### config.mk
export PLATFORM = sky130hd
export DESIGN_NAME = encoder83_stream
export DESIGN_NICKNAME = d
export VERILOG_FILES = /design/src/rtl/encoder83_stream.sv
export SDC_FILE = /design/constraint.sdc
export NUM_CORES = 1
export LEC_CHECK = 0
export ABC_AREA = 1
export CAP_MARGIN = 40
export CELL_PAD_IN_SITES_DETAIL_PLACEMENT = 0
export CELL_PAD_IN_SITES_GLOBAL_PLACEMENT = 1
export CORE_UTILIZATION = 29
export CTS_CLUSTER_DIAMETER = 30
export CTS_CLUSTER_SIZE = 28
export DETAILED_ROUTE_END_ITERATION = 10
export PLACE_DENSITY_LB_ADDON = 0.15
export RECOVER_POWER = 25
export SYNTH_ARGS = -nofsm -noshare
export SYNTH_HDL_FRONTEND = slang
export SYNTH_SLANG_ARGS = --single-unit
### constraint.sdc
create_clock -name clk -period 1.81 [get_ports clk]
set_input_delay 0.4525 -clock clk [delete_from_list [all_inputs] [get_ports clk]]
set_output_delay 0.4525 -clock clk [all_outputs]
set_load 0.02 [all_outputs]
### src/rtl/encoder83_stream.sv
// encoder83_stream: 8-to-3 priority encoder feeding a 2-entry in-order output buffer.
// Define ENC_ONEHOT_CHECK_EN to enable multi-hot detection and the saturating err_cnt.
module encoder83_stream (
  input  logic       clk,
  input  logic       rst_n,
  input  logic       in_vld,
  output logic       in_rdy,
  input  logic [7:0] in_data,
  output logic       out_vld,
  input  logic       out_rdy,
  output logic [2:0] out_code,
  output logic       out_gs,
  output logic       out_err,
  output logic [7:0] err_cnt
);
  typedef enum logic [1:0] {EMPTY, ONE, FULL} state_t;
  state_t     r_state, w_next;
  logic [4:0] r_mem [2];
  logic       r_wp, r_rp;
  logic       w_push, w_pop, w_gs, w_err;
  logic [2:0] w_code;
  logic [4:0] w_word;
  assign w_code = in_data[7] ? 3'd7 : in_data[6] ? 3'd6 : in_data[5] ? 3'd5 :
                  in_data[4] ? 3'd4 : in_data[3] ? 3'd3 : in_data[2] ? 3'd2 :
                  in_data[1] ? 3'd1 : 3'd0;
  assign w_gs   = |in_data;
  assign w_word = {w_err, w_gs, w_code};
  // Handshake depends only on registered occupancy, so no out_rdy -> in_rdy path.
  assign in_rdy  = r_state != FULL;
  assign out_vld = r_state != EMPTY;
  assign w_push  = in_vld && in_rdy;
  assign w_pop   = out_rdy && out_vld;
  assign {out_err, out_gs, out_code} = r_mem[r_rp];
`ifdef ENC_ONEHOT_CHECK_EN
  logic [7:0] r_err_cnt;
  assign w_err   = (in_data & (in_data - 8'd1)) != 8'd0;
  assign err_cnt = r_err_cnt;
  always_ff @(posedge clk or negedge rst_n)
    if (!rst_n) r_err_cnt <= '0;
    else if (w_push && w_err && r_err_cnt != 8'hff) r_err_cnt <= r_err_cnt + 8'd1;
`else
  assign w_err   = 1'b0;
  assign err_cnt = 8'd0;
`endif
  always_ff @(posedge clk or negedge rst_n)
    if (!rst_n) r_state <= EMPTY;
    else r_state <= w_next;
  always_comb begin
    w_next = r_state;
    if (w_push && !w_pop) w_next = (r_state == EMPTY) ? ONE : FULL;
    else if (w_pop && !w_push) w_next = (r_state == FULL) ? ONE : EMPTY;
  end
  always_ff @(posedge clk or negedge rst_n)
    if (!rst_n) begin
      r_mem[0] <= '0;
      r_mem[1] <= '0;
      r_wp     <= 1'b0;
      r_rp     <= 1'b0;
    end else begin
      if (w_push) begin
        r_mem[r_wp] <= w_word;
        r_wp        <= ~r_wp;
      end
      if (w_pop) r_rp <= ~r_rp;
    end
endmodule
# --- Word level (Yosys, flattened, before mapping) ---
# Index checks and enable logic that the tools add are counted.
# W data, S select, Z words.
totals:
  output_inout_bits: 15
  wordCells: 42
  input_bits: 12
  register_bits: 14
classes:
  bitwise_logic: 4
  order_cmp: 3
  n_mux: 17
  eq_ne: 2
  n_reduce_logical: 11
ops:
  columns: ["op", "n"]
  rows:
  - ["$mux W5", 4]
  - ["$mux W3", 4]
  - ["$bwmux W10", 1]
  - ["$mux W2", 5]
  - ["$reduce_or A8 Y1", 1]
  - ["$demux W5 S1", 1]
  - ["$logic_and A1 B1 Y1", 5]
  - ["$ge A2 B2 Y1 const B", 2]
  - ["$not A1 Y2", 2]
  - ["$reduce_bool A2 Y1", 2]
  - ["$eq A2 B2 Y1 const B", 1]
  - ["$logic_not A1 Y1", 2]
  - ["$logic_not A2 Y1", 1]
  - ["$lt A2 B1 Y1 const B", 1]
  - ["$mux W1", 2]
  - ["$ne A2 B2 Y1 const B", 1]
  - ["$not A1 Y1", 2]

# --- Depth between registers and ports, before layout ---
# Gate-level depths: netlist of the first run.
logic_depth:
  word_depth: 8
  mapped_depth: 9
  ltp_nobuf: 9

# --- Worst setup path before layout of the first run ---
# Ideal clock, no wire load.
synth_timing:
  path_kind: "reg-to-reg"
  startpoint: "register r_state[0]"
  endpoint: "register r_state[1]"
  setup_slack_ns: 0.419
  path_buffers: 0
  path_stages_with_launch: 9
  period_less_slack_ns: 1.391
  t_required_ns: 1.691
  setup_ns: 0.119
  t_arrival_ns: 1.273
  cell_sequence: "dfrtp_1 > inv_1 > nand2_2 > nand2_4 > inv_1 > ha_1 > inv_1 > o21ai_0 > o21a_1"
synth_between:
  elab_chain_len: 5
  word_cells_on_any_way: 12
  cone_classes: "eq/ne: 1; mux: 2; reduce/logical: 9"
synth_rtl:
  columns: ["element", "line_no", "text"]
  rows:
  - ["start, declared", "17", "state_t r_state, w_next;"]
  - ["start signal, assigned", "47", "else r_state <= w_next;"]
  - ["$ne A2 B2 Y1 (*)", "29", "assign in_rdy = r_state != FULL;"]
  - ["via in_rdy", "7", "output logic in_rdy,"]
  - ["$logic_and A1 B1 Y1 (*)", "31", "assign w_push = in_vld && in_rdy;"]
  - ["via w_push", "20", "logic w_push, w_pop, w_gs, w_err;"]
  - ["$logic_not A1 Y1", "51", "else if (w_pop && !w_push) w_next = (r_state == FULL) ? ONE : EMPTY;"]
  - ["$logic_and A1 B1 Y1", "51", null]
  - ["$reduce_bool A2 Y1 (no source line)", null, null]
# Mark *: on every way through the listed nets, which the timed path passes. The rest lies on a longest branch.
# A chain may end at the register's enable or synchronous reset.

# --- Worst setup path in the final report of the first run ---
layout_timing:
  startpoint: "register r_rp"
  endpoint: "output port out_code[0]"
layout_between:
  elab_chain_len: 4
layout_rtl:
  columns: ["element", "line_no", "text"]
  rows:
  - ["start, declared", "19", "logic r_wp, r_rp;"]
  - ["start signal, assigned", "64", "if (w_pop) r_rp <= ~r_rp;"]
  - ["$not A1 Y2 (implied by the code)", "33", "assign {out_err, out_gs, out_code} = r_mem[r_rp];"]
  - ["$mux W5 (implied by the code) (3 in a row)", "33", null]
  - ["end, declared", "11", "output logic [2:0] out_code,"]
# No other way between the ends. The select of a mux whose other input is x is not followed.

==> results of run 1 <==
logic make-up (layout without fill, tap and decap cells):
logic type                 after synthesis  count (layout)  synth area share
adders and majority gates                1               1            0.0175
DFF                                     12              12             0.420
buffers and inverters                   27              39             0.189
and+or+nand+nor                         46              46             0.280
AOI/OAI and AO/OA                       10              10            0.0753
xor gates and xnor gates                 1               1            0.0123
other                                    1               9           0.00525
metrics by stage:
| stage | cell area [sq um] | worst slack, ns | hold WS (ns) | power, W |
|---|---|---|---|---|
| 3_3_place_gp | 890 | 0.108 | 0.463 | 0.00129 |
| 2_1_floorplan | 744 | 0.419 | 0.157 | 0.00100 |
| 3_5_place_dp | 890 | 0.0703 | 0.461 | 0.00130 |
| 6_report | 906 | 0.105 | 0.476 | 0.00138 |
| 5_1_grt | 906 | 0.00862 | 0.509 | 0.00154 |
| 4_1_cts | 905 | 0.0631 | 0.480 | 0.00140 |
area by class of cell:
cell class / instances / area [sq um] / area share
multi-input cells: 67 / 309 / 0.341
inverters: 18 / 67.6 / 0.0746
flip-flops and latches: 12 / 300 / 0.331
clock buffers: 3 / 22.5 / 0.0249
well taps: 28 / 35.0 / 0.0387
repair buffers: 18 / 171 / 0.189
worst paths after layout:
check / startpoint / to / slack (ns) / cells after the start
max: r_rp / out_code[0] / 0.11 / 4
min: r_mem[1] / r_mem[1] / 0.48 / 2
max reg2reg: r_state[1] / r_state[0] / 0.39 / 7
min reg2reg: r_mem[1] / r_mem[1] / 0.48 / 2
max in group asynchronous: rst_n / r_state[1] / 0.86 / 1
min in group asynchronous: rst_n / r_mem[8] / 0.60 / 1
routing by layer:
| layer | wire length (microns) | track usage | share of wire | vias up |
|---|---|---|---|---|
| met2 | 624 | 0.219 | 0.48 | 19 |
| met1 | 595 | 0.132 | 0.46 | 269 |
| met3 | 58 | 0.0205 | 0.045 | 2 |
| met5 | 0 | 0 | 0 | - |
| li1 | - | - | - | 315 |
| met4 | 15 | 0.0541 | 0.012 | 0 |
flip-flops by register name, indices dropped and copies added (netlist names):
signal and cells:
r_state 2, r_rp 1, r_wp 1, r_mem 8
power breakdown:
group          switching (W)  total [W]  internal, W
sequential         0.0000901   0.000498     0.000408
clock              0.0000867   0.000164    0.0000770
combinational       0.000440   0.000722     0.000282
total               0.000616    0.00138     0.000767
cell usage in the layout, fill, tap and decap left out:
| cell type | count |
|---|---|
| dfrtp_1 | 12 |
| inv_1 | 16 |
| dlygate4sd3_1 | 1 |
| nand2_4 | 1 |
| nor2_4 | 2 |
| xor2_1 | 1 |
| dlygate4sd2_1 | 5 |
| nor3_1 | 1 |
| a21oi_1 | 1 |
| clkbuf_4 | 3 |
| o21ai_0 | 7 |
| ha_1 | 1 |
| nand3_1 | 1 |
| o22ai_1 | 1 |
| nor2_1 | 3 |
| o21a_1 | 1 |
| nand2_1 | 37 |
| conb_1 | 9 |
| nand2_2 | 1 |
| inv_2 | 2 |
| clkdlybuf4s50_1 | 10 |
| clkdlybuf4s15_1 | 1 |
| buf_4 | 1 |
critical path, stage by stage, from the launching register on:
cell,delay (ns)
dfrtp_1,0.46
inv_1,0.12
nand2_1,0.05
nand2_1,0.06
clkdlybuf4s15_1,0.30
==> key figures, run 1 <==
Job
  • Maxcap violations: 0

Finish
  • Final Net Count: 133
  • Layout cells sized above 1: 0.0847
  • Non-Filler Instances: 146
  • ANT cells: 0
  • Layout area overhead: 26.8%
  • Final Util: 0.398
  • Fillers: 243

STA
  • Fin. max-slew vios: 0
  • Max Clock Freq: 587 MHz
  • Period utilisation layout: 0.942
  • Post-Route Setup TNS: 0 ns
  • Final Hold Vio Count: 0
  • Tmin final: 1.70 ns
  • Clk_skew: 0.00104 ns
  • Setup violations, final: 0
  • RSZ-0062 raised after global routing: false
  • Slew HR: 0.639
  • Slew @ Worst Pin: 0.539 ns

Synthesis
  • Mean Syn Cell Area: 7.29 sq um
  • Synth unique cells: 18
  • Top cell type's share of synthesized area: 0.420
  • Share of synthesized registers carrying an async set or reset: 1.00
  • Synthesized flop and latch total: 12
  • Post-synth top flop: dfrtp_1
  • Post-Syn Area: 714 sq um
  • Synth warnings: 0
  • Most frequent cells after synthesis: 37 x nand2_1, 16 x inv_1, 12 x dfrtp_1
  • Number of synthesized flops with an enable pin: 0
  • Synth area leaders: dfrtp_1 42%, nand2_1 19%, buf_4 9.5%
  • Seq/Total Area, Yosys: 0.420
  • Yosys top cell by area: dfrtp_1
  • Top-count cell post-synth: nand2_1
  • Syn Inst Count: 98

Floorplan
  • # rows: 17
  • Die Wd: 51.6 microns
  • # IOs: 27
  • Die Height: 51.6 microns
  • Initial Util: 0.314
  • Die Area: 0.00267 sq mm
  • Core Area: 0.00228 sq mm

Placed design
  • Final Wtd Congestion: 0.751
  • HPWL Detailed: 1060 microns
  • Inst Count DP: 143
  • IO Port Bufs: 17

Critical path
  • Worst Setup End Kind: primary output
  • Kind of critical path: flip-flop to primary output
  • Worst EP arrival: 1.25 ns
  • Worst-path maximum fanout: 8
  • Worst Path Required: 1.36 ns
  • Crit start category: flip-flop

Drt
  • WL/cell: 8.86 microns
  • Initial drt markers: 9
  • 1st-pass router iterations: 4
  • Final ANT Viol Nets: 0
  • Vias: 605
  • Total Wirelength: 1290 microns
  • Vias/cell: 4.14
  • Residual DRC: 0

Clocking
  • Clock Tree Root: clkbuf_4
  • Longest Clk Path Bufs: 2
  • Clock-pin slew on the worst setup and hold paths: 0.07 ns
  • Post-CTS Hold Buffers: 0
  • Post-CTS setup buffers: 0
  • CTS Buf Count: 3
  • CTS tree: yes
  • Post-CTS sizing: 6
  • Clk Latency, worst-skew pair: 0.27 ns
  • H-tree levels: 1
  • Clock Sink Count: 12

GRT
  • Largest net degree at the start of global routing: 13
  • Grt ovf: 0
  • Antenna violations before repair: 0
  • GRT Total Usage: 0.119
  • First-pass GRT wire length: 2320 microns
  • Vias in the first global route: 572

Outcome
  • Status: completed

Power and ir drop
  • VDD IR max: 0.512 mV
  • Static Leak: 0.491 nW
  • Power density cells: 1530 mW/mm^2

Min path
  • Min-delay worst type: flip-flop to flip-flop
Power figures use the tool's default switching activity.
==> inputs of run 2 (changes only) <==
Settings changed: MAX_ROUTING_LAYER set to met4.
==> run 2 against run 1 <==
Effect of this change:
- worst hold slack about the same
- utilization unchanged
- power decreased by 0.12%
- critical endpoint unchanged
- largest power group unchanged
- non-clock buffer count unchanged
- sequential power about the same
- clock skew about the same
- clock power about the same
- first-iteration DRC count decreased by 11%
- final cell count unchanged
- combinational power about the same
- sequential share of layout area unchanged
==> key figures, run 2 (synthesized netlist as in run 1, its figures left out) <==
Finish
  • ANT cells: 0 (unchanged)
  • Final Util: 0.398 (unchanged)
  • Most frequent cells in the layout: 37 x nand2_1, 16 x inv_1, 12 x dfrtp_1 (unchanged)
  • Top Registers: r_mem: 8 flops, r_state: 2 flops (unchanged)
  • Layout cells sized above 1: 0.0847 (unchanged)
  • Non-Filler Instances: 146 (unchanged)
  • Most flops, register: r_mem (unchanged)
  • Final Net Count: 133 (unchanged)
  • Fillers: 243 (unchanged)
  • Layout area overhead: 26.8% (unchanged)
  • Max FFs per register: 8 (unchanged)
  • Most common cell after layout, fill and taps aside: nand2_1 (unchanged)

Clocking
  • Longest Clk Path Bufs: 2 (unchanged)
  • CTS Buf Count: 3 (unchanged)
  • Clock-pin slew on the worst setup and hold paths: 0.07 ns (about the same)
  • Post-CTS Hold Buffers: 0 (unchanged)
  • H-tree levels: 1 (unchanged)
  • Clk Latency, worst-skew pair: 0.27 ns (about the same)
  • Clock Sink Count: 12 (unchanged)
  • CTS tree: yes (unchanged)
  • Clock Tree Root: clkbuf_4 (unchanged)

Floorplan
  • Die Height: 51.6 microns (unchanged)
  • Core Area: 0.00228 sq mm (unchanged)
  • Die Area: 0.00267 sq mm (unchanged)
  • # rows: 17 (unchanged)
  • Die Wd: 51.6 microns (unchanged)
  • Initial Util: 0.314 (unchanged)
  • # IOs: 27 (unchanged)

Critical path
  • Crit start category: flip-flop (unchanged)
  • CP Cell Sequence: inv_1, nand2_1, nand2_1, clkdlybuf4s15_1 (unchanged)
  • Worst Path Required: 1.36 ns (about the same)
  • Crit path buffers/inverters: 2 (unchanged)
  • Worst path slowest cell: dfrtp_1 (unchanged)
  • Worst Setup End Kind: primary output (unchanged)
  • Worst EP arrival: 1.25 ns (about the same)
  • CP most frequent cell: nand2_1 (unchanged)
  • Worst-path maximum fanout: 8 (unchanged)
  • Largest delay contributor family on the critical path: flip-flops (unchanged)
  • Kind of critical path: flip-flop to primary output (unchanged)
  • Max stage delay on crit path: 0.46 ns (about the same)

STA
  • Hold_ws: 0.475 ns (was 0.476 ns)
  • Fin. max-slew vios: 0 (unchanged)
  • Max Clock Freq: 587 MHz (about the same)
  • Post-Route Setup TNS: 0 ns (unchanged)
  • Slew @ Worst Pin: 0.540 ns (was 0.539 ns)
  • Final Hold Vio Count: 0 (unchanged)
  • RSZ-0062 raised after global routing: false (unchanged)
  • Tmin final: 1.70 ns (about the same)
  • Clk_skew: 0.000709 ns (was 0.00104 ns)
  • Slew HR: 0.639 (about the same)
  • Period utilisation layout: 0.941 (was 0.942)
  • Setup violations, final: 0 (unchanged)

Power and ir drop
  • Final total power: 0.00138 W (about the same)
  • Power Internal: 0.000767 W (about the same)
  • VDD IR max: 0.511 mV (was 0.512 mV)
  • Power density cells: 1530 mW/mm^2 (about the same)
  • Clock power frac: 0.119 (was 0.118)
  • Static Leak: 0.491 nW (unchanged)
  • Seq pwr share: 0.360 (about the same)
  • Switching power of the nets: 0.000615 W (was 0.000616 W)
  • Gate power share: 0.522 (about the same)
  • Switch share: 0.445 (was 0.446)

Placed design
  • Inst Count DP: 143 (unchanged)
  • Final Wtd Congestion: 0.761 (was 0.751)
  • HPWL Detailed: 1060 microns (unchanged)
  • IO Port Bufs: 17 (unchanged)

Drt
  • Vias: 612 (was 605)
  • Vias/cell: 4.19 (was 4.14)
  • Total Wirelength: 1280 microns (was 1290 microns)
  • Final ANT Viol Nets: 0 (unchanged)
  • Initial drt markers: 8 (was 9)
  • Residual DRC: 0 (unchanged)
  • WL/cell: 8.79 microns (was 8.86 microns)
  • 1st-pass router iterations: 4 (unchanged)

GRT
  • Largest net degree at the start of global routing: 13 (unchanged)
  • Vias in the first global route: 571 (was 572)
  • Grt ovf: 0 (unchanged)
  • Antenna violations before repair: 0 (unchanged)
  • GRT Total Usage: 0.122 (was 0.119)
  • First-pass GRT wire length: 2320 microns (unchanged)

Job
  • Maxcap violations: 0 (unchanged)

Min path
  • Min-delay worst type: flip-flop to flip-flop (unchanged)

Outcome
  • Status: completed (unchanged)
## run 2: final timing paths
check                           start           to  slack [ns]  cells after the start
setup / recovery                 r_rp  out_code[0]        0.11                      4
hold / removal               r_mem[1]     r_mem[1]        0.48                      2
setup reg to reg           r_state[1]   r_state[0]        0.40                      7
hold reg to reg              r_mem[1]     r_mem[1]        0.48                      2
max in group asynchronous       rst_n         r_rp        0.86                      1
min in group asynchronous       rst_n     r_mem[2]        0.60                      1
## run 2: cell type report
class,instances,area [sq um],area share
well taps,28,35.0,0.0387
repair buffers,18,171,0.189
multi-input cells,67,309,0.341
inverters,18,67.6,0.0746
flip-flops and latches,12,300,0.331
clock buffers,3,22.5,0.0249
## run 2: power by group through the flow
stage                     Clock [W]  Combinational, W  Sequential (W)
after global placement            0          0.000784        0.000503
after CTS                  0.000171          0.000727        0.000499
after global routing       0.000178          0.000841        0.000520
after floorplan                   0          0.000521        0.000483
after detailed placement          0          0.000796        0.000504
final                      0.000164          0.000721        0.000497
## run 2: stage by stage
step / setup slack [ns] / cell area, sq um
final: 0.107 / 906
after global routing: 0.00863 / 906
after CTS: 0.0631 / 905
after detailed placement: 0.0703 / 890
after global placement: 0.108 / 890
after floorplan: 0.419 / 744
## run 2: worst register-to-register path: stages (launching register included)
cell and delay (ns):
dfrtp_1 0.41, nor2_1 0.15, inv_1 0.06, nand2_1 0.11, ha_1 0.18, inv_1 0.04
o21ai_0 0.22, o22ai_1 0.11
## run 2: what timing repair did
action,in CTS,in global routing
setup endpoints to repair,6,1
resized for setup,6,1
hold endpoints to repair,0,0
buffers inserted,0,0
## run 2: layer usage
layer | wire, microns | global-route usage
met1 | 584 | 0.132
met2 | 608 | 0.219
met3 | 59 | 0.0205
met4 | 31 | 0.0541
met5 | 0 | -
